===== config.mk =====
export PLATFORM = sky130hd
export DESIGN_NAME = entry_buffer
export DESIGN_NICKNAME = d
export VERILOG_FILES = /design/src/rtl/entry_buffer.sv
export SDC_FILE = /design/constraint.sdc
export NUM_CORES = 1
export LEC_CHECK = 0
export ABC_AREA = 1
export BUFFER_PORTS_ARGS = -buffer_cell sky130_fd_sc_hd__buf_2
export CORE_MARGIN = 2
export CORE_UTILIZATION = 25
export CTS_CLUSTER_DIAMETER = 150
export DETAILED_ROUTE_END_ITERATION = 12
export MAX_ROUTING_LAYER = met4
export SYNTH_ARGS = -nofsm -noshare
export SYNTH_HDL_FRONTEND = slang
export SYNTH_SLANG_ARGS = --single-unit

===== constraint.sdc =====
create_clock -name clk -period 20.6 [get_ports clk]
set_input_delay 4.12 -clock clk [delete_from_list [all_inputs] [get_ports clk]]
set_output_delay 4.12 -clock clk [all_outputs]
set_load 0.1 [all_outputs]

===== src/rtl/entry_buffer.sv =====
// In-order show-ahead FIFO between fetch and the parse/serialize stage.
// ob_full is an almost-full flag so fetch's in-flight reads always have room.
module entry_buffer #(
  parameter int ENTRY_W   = 128,
  parameter int DEPTH     = 8,
  parameter int AF_MARGIN = 2
) (
  input  logic               clk,
  input  logic               reset,
  input  logic               ob_valid,
  input  logic [ENTRY_W-1:0] entry,
  output logic               ob_full,
  input  logic               flush,
  output logic               out_valid,
  output logic [ENTRY_W-1:0] out_entry,
  input  logic               out_ready,
  output logic [$clog2(DEPTH):0] count,
  output logic               overflow
);

  localparam int AW = $clog2(DEPTH);
  localparam int CW = AW + 1;
  localparam logic [CW-1:0] DEPTH_C = CW'(DEPTH);
  localparam logic [CW-1:0] AF_TH_C = CW'(DEPTH - AF_MARGIN);

  logic [ENTRY_W-1:0] r_mem [DEPTH];
  logic [AW-1:0]      r_rd_ptr;
  logic [AW-1:0]      r_wr_ptr;
  logic [CW-1:0]      r_count;
  logic               r_overflow;

  logic w_pop;
  logic w_push;
  logic w_drop;

  assign out_valid = (r_count != '0);
  assign w_pop     = out_valid & out_ready;
  // A full FIFO only accepts a push when the head leaves in the same cycle.
  assign w_push    = ob_valid & ((r_count < DEPTH_C) | w_pop);
  assign w_drop    = ob_valid & ~w_push;

  // Storage is never cleared; only the pointers and count define what is valid.
  always_ff @(posedge clk) begin
    if (!reset && !flush && w_push) begin
      r_mem[r_wr_ptr] <= entry;
    end
  end

  always_ff @(posedge clk) begin
    if (reset) begin
      r_rd_ptr   <= '0;
      r_wr_ptr   <= '0;
      r_count    <= '0;
      r_overflow <= 1'b0;
    end else if (flush) begin
      r_rd_ptr <= '0;
      r_wr_ptr <= '0;
      r_count  <= '0;
    end else begin
      if (w_push) begin
        r_wr_ptr <= r_wr_ptr + AW'(1);
      end
      if (w_pop) begin
        r_rd_ptr <= r_rd_ptr + AW'(1);
      end
      if (w_push && !w_pop) begin
        r_count <= r_count + CW'(1);
      end else if (w_pop && !w_push) begin
        r_count <= r_count - CW'(1);
      end
      if (w_drop) begin
        r_overflow <= 1'b1;
      end
    end
  end

  assign out_entry = r_mem[r_rd_ptr];
  assign count     = r_count;
  assign ob_full   = (r_count >= AF_TH_C);
  assign overflow  = r_overflow;

endmodule


## Word-level counts from Yosys, hierarchy flattened

Memory sizes are Yosys's and may differ from the RTL's. A register that Yosys moved wholly into a read port is not among the register bits.
Index checks and enable logic that the tools add are counted.

- Add/subtract/negate cells: 4
- $lt $le $gt $ge: 2
- Mux-type cells: 6
- Bitwise logic cells: 6
- Reductions and logical operators: 12

Operator list:

| kind | number |
|---|---|
| $mux 4 | 2 |
| $add 3x1->3 const B | 2 |
| $mux 3 | 2 |
| $add 4x1->4 const B | 1 |
| $ge 4x3->1 const B | 1 |
| $logic_and 1x1->1 | 4 |
| $logic_not 1->1 | 4 |
| $lt 4x4->1 const B | 1 |
| $reduce_bool 4->1 | 1 |
| $sub 4x1->4 const B | 1 |
| $and 1x1->1 | 3 |
| $mux 1 | 2 |
| $not 1->1 | 2 |
| $reduce_and 2->1 | 1 |
| $reduce_bool 2->1 | 1 |
| $reduce_or 2->1 | 1 |
| $or 1x1->1 | 1 |

- Flip-flop bits (word level): 11
- Bits in writable memories: 1024
- Bits of input ports: 133
- Output and inout port bits: 135
- Logic and storage cells: 35
- Memories kept: 1

Memory list:

| name | depth | width | rd ports | clocked after Yosys merged registers in | wr ports | line | text |
|---|---|---|---|---|---|---|---|
| r_mem | 8 | 128 | 1 | 1 | 1 | 26 | `logic [ENTRY_W-1:0] r_mem [DEPTH];` |

## Depth between registers and ports, before layout

Gate-level depths: netlist of run 1.

- Depth in word-level cells: 8
- Depth in mapped cells: 16
- Depth with buffers taken out: 16

## Least setup slack after synthesis of run 1

OpenSTA, ideal clock, no wires.

- Kind: input to register
- Start: input port out_ready
- End: memory r_mem[1][0], enable pin
- Library setup time: 0.617 ns
- Data arrival time: 10.003 ns
- Data required time: 19.983 ns
- Slack: 9.981 ns
- Cell stages on the path: 6
- Path buffers: 0
- Cells stage by stage: nand2_1 -> nand2_1 -> nand2_1 -> inv_1 -> nand2_1 -> nor2_1

- Word-level cells in the longest chain between the ends: 6

Ends and longest elaborated chain:

| item | line | text |
|---|---|---|
| start, declared | 16 | `input logic out_ready,` |
| $and 1x1->1 | 37 | `assign w_pop = out_valid & out_ready;` |
| $or 1x1->1 | 39 | `assign w_push = ob_valid & ((r_count < DEPTH_C) \| w_pop);` |
| $and 1x1->1 | 39 |  |
| via w_push | 33 | `logic w_push;` |
| $logic_and 1x1->1 | 44 | `if (!reset && !flush && w_push) begin` |
| $mux 1 | 44 |  |
| $mux 1 (not written as such) | 45 | `r_mem[r_wr_ptr] <= entry;` |
| end, declared | 26 |  |

The timed path passes the listed nets, and every way through them passes these cells.

==> results by group, run 1 <==
Yosys
  – Syn_area_per_cell: 12.5 µm²
  – Top cell type's share of synthesized area: 75.6%
  – Syn Inst Count: 3245
  – Most instantiated cells after synthesis: edfxtp_1 (1024), nor2_1 (787), o21ai_0 (475), nand2_1 (409), o21ai_1 (296)
  – Unique masters post-synth: 22
  – Cell taking the most area after synthesis: edfxtp_1
  – Synth warn: 0
  – Sequential area share after synthesis: 76.3%
  – Syn_nets: 3384
  – EDFF count, synth: 1024
  – Largest cells by area after synthesis: edfxtp_1 (76%), nor2_1 (7.3%), o21ai_0 (5.8%), nand2_1 (3.8%), o21ai_1 (3.6%)
  – Leading cell type by number of instances after synthesis: edfxtp_1
  – Yosys reg bits: 1038
  – Synth async-reset ratio: 0%
  – Most used DFF post-synth: edfxtp_1
  – Mapped Area: 0.0407 mm²

Cells and area
  – Util after Layout: 29.5%
  – Filler Cells Inserted: 16.3k
  – Final net count: 3606
  – Cell Count, Final, Fillers Out: 5728
  – Area growth syn-to-layout: 16.9%
  – Layout cell share with drive strength beyond 1: 13.0%

Clock tree
  – Root Buffer: clkbuf_16
  – H-tree Lvls: 3
  – Post-CTS resize count: 0
  – Clock latency on the worst-skew pair: 0.70 ns
  – CTS Hold Buffers Added: 0
  – Clk sinks: 1038
  – TritonCTS buffer count: 110
  – Post-CTS setup buffer count: 0
  – Max clock buf depth: 3
  – Reg clk slew, reported paths: 0.06 ns
  – CTS tree: built

Floorplan
  – Num ports: 268
  – # rows: 147
  – Initial Utilization: 25.3%
  – Die width: 407 µm
  – Die height: 407 µm
  – Die area: 0.166 mm²
  – Core Area: 0.161 mm²

GRT
  – Initial antenna violation count: 19
  – Pin count of the biggest net entering global routing: 238
  – Vias in the first global route: 24.6k
  – First-pass GRT wire length: 148 mm
  – GRT Overall Usage: 11.7%
  – Remaining Overflow, GRT: 0

Setup path
  – Critical path class: reg -> out
  – Critical path launch point type: flip-flop
  – Required @ worst endpoint: 16.48 ns
  – Cell repeated most along the worst path: buf_4
  – WP depth: 10
  – CP peak stage delay: 0.79 ns
  – CP delay by family, top: buffers and inverters
  – Slowest CP cell: dfxtp_4
  – CP Cell Sequence: buf_4, buf_4, buf_4, nor2_1, nor2_1, o21ai_0, o21ai_1, nand2_1, nand2_1, buf_2
  – CP max FO: 77
  – R2R cell count: 10
  – CP arrival: 5.05 ns
  – WP buf/inv: 4
  – Critical path endpoint category: output port

STA
  – RSZ-0062 raised after global routing: no
  – Fin crit period: 9.17 ns
  – Fmax: 109 MHz
  – Crit share post-route: 44.5%
  – Post-Route Skew: 0.0251 ns
  – Total negative slack: 0 ns
  – Worst-margin pin slew: 1.04 ns
  – Max-slew headroom: 30.9%
  – Max Slew Vio Count: 0
  – Final setup violation count: 0
  – Fin Hold WS: 0.454 ns
  – Fin. Hold Viols: 0

Placed design
  – I/O Buffers: 267
  – GPL Wtd Cong: 0.709
  – Placed cells: 5515
  – Hpwl dp: 49.8 mm

Drt
  – Drt pass-1 iters: 7
  – Drt total wl: 97.4 mm
  – DR iter-0 viols: 2265
  – DRC: 0
  – Post-route ant nets: 0
  – Vias per std cell: 4.35
  – Routed via count: 24.9k
  – Routed length per placed instance: 17.0 µm

Power and ir drop
  – Clock power share: 38.6%
  – Static Leak: 16.1 nW
  – Internal power: 3.49 mW
  – Combinational power share: 12.5%
  – Peak VDD IR: 0.0000910 V
  – Final total power: 4.80 mW
  – P_sw: 1.31 mW
  – Sequential power share: 48.9%
  – Power per Cell Area: 101 mW/mm²
  – Switch share: 27.4%

Run status
  – Status: finished clean

Min path
  – Hold WC Path Type: reg -> reg
  – Hold Path Stages: 2

Job
  – Max Cap Viol: 0
[stage by stage]
step,worst slack [ns],instance area [µm²]
floorplan,9.98,40700
global placement,12.08,44100
detailed placement,12.15,44100
CTS,11.30,47500
global route,11.02,47500
finish,11.43,47500
[layer usage]
layer / share of wire, % / up-vias / GRT usage, %
met1: 45 / 12200 / 14.8
met5: 0 / - / -
met3: 5.7 / 139 / 2.63
li1: - / 11900 / -
met2: 48 / 609 / 19.0
met4: 2.1 / 0 / 3.26
[logic make-up after synthesis]
group                    after synthesis  share of synthesized area (%)
AND/OR/NAND/NOR                     1204                           11.2
flip-flops                          1038                           76.3
AO/OA/AOI/OAI                        781                           9.62
buffers and inverters                213                           2.63
adder cells (fa/ha/maj)                6                          0.203
XOR/XNOR                               3                         0.0646
[power groups by stage]
stage	Sequential (mW)	Combinational, mW	Clock, mW
final	2.35	0.599	1.86
after global routing	2.35	0.647	1.99
after CTS	2.35	0.605	1.91
after detailed placement	2.39	0.604	0
after global placement	2.39	0.598	0
after floorplan	2.40	0.470	0
[cells in the final DEF (no fill, tap or decap), types with 2 or more instances in the layout]
cell type and instances:
a21oi_1 9, buf_2 267, buf_4 40, bufinv_16 4
clkbuf_1 35, clkbuf_16 111, clkinv_1 21, clkinv_16 3
clkinv_2 7, clkinv_4 2, clkinvlp_4 4, dfxtp_1 11
dfxtp_4 3, diode_2 18, edfxtp_1 1024, ha_1 5
inv_1 13, inv_16 2, inv_6 6, nand2_1 409
nand3_1 6, nor2_1 779, nor2_4 8, o21ai_0 475
o21ai_1 296, xor2_1 3
[tightest hold or removal path, cell delays in order, from the launching register on]
cell and delay (ns):
dfxtp_1 0.31, inv_1 0.05, a21oi_1 0.06
[sequential cells by signal, indices dropped and copies added, names as in the netlist, named ones only]
name,flops
count,4
overflow,1
r_mem,1024
r_rd_ptr,3
r_wr_ptr,3
[final timing paths]
path	to	from	slack [ns]
worst max-delay path	out_entry[99]	flip-flop	11.43
worst min register to register	flip-flop	r_rd_ptr[2]	0.45
worst max register to register	r_mem[3][109]	count[1]	16.74
worst min-delay path	flip-flop	r_rd_ptr[2]	0.45
[layout make-up]
cell class	instances	area, µm²	area share (%)
Sequential cell	1038	31000	65.3
Multi-Input combinational cell	1994	8610	18.1
Clock buffer	146	2910	6.12
Tap cell	2160	2700	5.69
Timing Repair Buffer	308	1660	3.49
Clock inverter	49	463	0.974
Inverter	15	77.6	0.163
Antenna cell	18	45.0	0.0948
Note: power is estimated with default switching activity, not from simulation.
==> inputs of run 2 (changes only) <==
==> constraint.sdc (replaced) <==
create_clock -name clk -period 9 [get_ports clk]
set_input_delay 1.8 -clock clk [delete_from_list [all_inputs] [get_ports clk]]
set_output_delay 1.8 -clock clk [all_outputs]
set_load 0.1 [all_outputs]
==> run 2 against run 1 <==
Compared with the run above: clock skew is 0.033 ns higher; largest power group unchanged; first-iteration DRC count shrank 0.97%; highest routed layer unchanged; clock power is 140% higher; utilization increased by 0.18 points; cell count is essentially flat.
==> results by group, run 2 (synthesized netlist as in run 1, its figures left out) <==
Setup path
  – Critical path endpoint category: output port
  – WP buf/inv: 3
  – CP Cell Sequence: buf_4, buf_12, nor2_1, nor2_1, o21ai_0, o21ai_1, nand2_1, nand2_1, buf_2
  – Critical path class: reg -> out
  – CP max FO: 190
  – Slowest CP cell: dfxtp_4
  – CP peak stage delay: 0.81 ns
  – CP delay by family, top: buffers and inverters
  – CP arrival: 4.11 ns
  – Critical path launch point type: flip-flop
  – Required @ worst endpoint: 7.20 ns

Cells and area
  – Largest register FFs: 1024
  – Layout cell share with drive strength beyond 1: 13.4%
  – Final net count: 3608
  – Area growth syn-to-layout: 17.6%
  – Register area: 0.0310 mm²
  – Commonest non-fill, non-tap cell in the layout: edfxtp_1
  – Largest Register: r_mem
  – Combined area of the multi-input logic cells: 0.00861 mm²
  – Commonest non-fill, non-tap cells in the layout: edfxtp_1 (1024), nor2_1 (779), o21ai_0 (475)
  – Filler Cells Inserted: 16.2k

Drt
  – Post-route ant nets: 0
  – Drt pass-1 iters: 5
  – Routed length per placed instance: 17.1 µm
  – Vias per std cell: 4.37
  – Drt total wl: 98.1 mm
  – Routed via count: 25.1k
  – DR iter-0 viols: 2243
  – DRC: 0

STA
  – Crit share post-route: 65.7%
  – Post-Route Skew: 0.0585 ns
  – Fin. Hold Viols: 0
  – Worst-margin pin slew: 1.09 ns
  – Max Slew Vio Count: 0
  – Fin crit period: 5.91 ns
  – Total negative slack: 0 ns
  – RSZ-0062 raised after global routing: no
  – Fin Hold WS: 0.466 ns
  – Fmax: 169 MHz
  – Max-slew headroom: 27.1%
  – Final setup violation count: 0

GRT
  – Vias in the first global route: 24.3k
  – Pin count of the biggest net entering global routing: 191
  – Remaining Overflow, GRT: 0
  – Met1 usage: 15.1%
  – Initial antenna violation count: 20
  – Top Usage Layer GRT: met2
  – First-pass GRT wire length: 148 mm
  – GRT Overall Usage: 11.8%
  – Met2 Resource Use GR: 18.6%
  – GRT met3 Usage: 2.39%

Job
  – Max Cap Viol: 0

Floorplan
  – Die width: 407 µm
  – # rows: 147
  – Core Area: 0.161 mm²
  – Num ports: 268
  – Die height: 407 µm
  – Die area: 0.166 mm²
  – Initial Utilization: 25.3%

Placed design
  – Hpwl dp: 50.0 mm
  – I/O Buffers: 267
  – GPL Wtd Cong: 0.723

Power and ir drop
  – Peak VDD IR: 0.000174 V
  – Static Leak: 16.2 nW
  – Power per Cell Area: 234 mW/mm²
  – Final total power: 11.2 mW

Clock tree
  – Reg clk slew, reported paths: 0.05 ns
  – Clk sinks: 1038
  – Post-CTS resize count: 0
  – Post-CTS setup buffer count: 0
  – Clock latency on the worst-skew pair: 0.73 ns
  – Root Buffer: clkbuf_16
  – CTS Hold Buffers Added: 0
  – TritonCTS buffer count: 110
  – H-tree Lvls: 3
  – CTS tree: built
  – Max clock buf depth: 3

Min path
  – Hold WC Path Type: reg -> reg

Run status
  – Status: finished clean
-- run 2: cell type report --
| type | count | area share (%) |
|---|---|---|
| Antenna cell | 16 | 0.0838 |
| Clock buffer | 129 | 5.91 |
| Clock inverter | 71 | 1.53 |
| Inverter | 15 | 0.162 |
| Multi-Input combinational cell | 1994 | 18.0 |
| Sequential cell | 1038 | 65.0 |
| Tap cell | 2160 | 5.66 |
| Timing Repair Buffer | 310 | 3.68 |
-- run 2: final timing paths --
| kind | startpoint | to | slack (ns) | cells after the start |
|---|---|---|---|---|
| setup / recovery | flip-flop | out_entry[126] | 3.09 | 9 |
| setup reg to reg | count[1] | r_mem[1][100] | 5.61 | 9 |
| hold / removal | r_rd_ptr[2] | flip-flop | 0.47 | 2 |
| hold reg to reg | r_rd_ptr[2] | flip-flop | 0.47 | 2 |
-- run 2: stage by stage --
| stage | setup WS, ns | std cells | utilization [%] | cell area (µm²) |
|---|---|---|---|---|
| 6_report | 3.09 | 5733 | 29.7 | 47800 |
| 4_1_cts | 3.03 | 5717 | 29.7 | 47700 |
| 3_3_place_gp | 3.84 | 5517 | 27.5 | 44200 |
| 2_1_floorplan | 0.500 | 3245 | - | 40700 |
| 3_5_place_dp | 3.89 | 5517 | 27.5 | 44200 |
| 5_1_grt | 2.75 | 5731 | 29.7 | 47800 |
-- run 2: worst reg2reg max path: cells and delay by family (launching register included) --
| family | cells | cell delay [ns] |
|---|---|---|
| simple gates | 7 | 1.51 |
| buf+inv | 2 | 0.95 |
| flops | 1 | 0.44 |
-- run 2: metal layers --
| metal | wire length (µm) | vias up |
|---|---|---|
| li1 | - | 11900 |
| met3 | 5450 | 150 |
| met2 | 46000 | 616 |
| met1 | 44100 | 12400 |
| met4 | 2520 | 0 |
| met5 | 0 | - |
-- run 2: power breakdown --
group	leakage, nW	internal (mW)	total, mW	switching (mW)
combinational	5.15	0.245	1.37	1.13
clock	1.73	2.52	4.42	1.91
sequential	9.34	5.35	5.37	0.0260
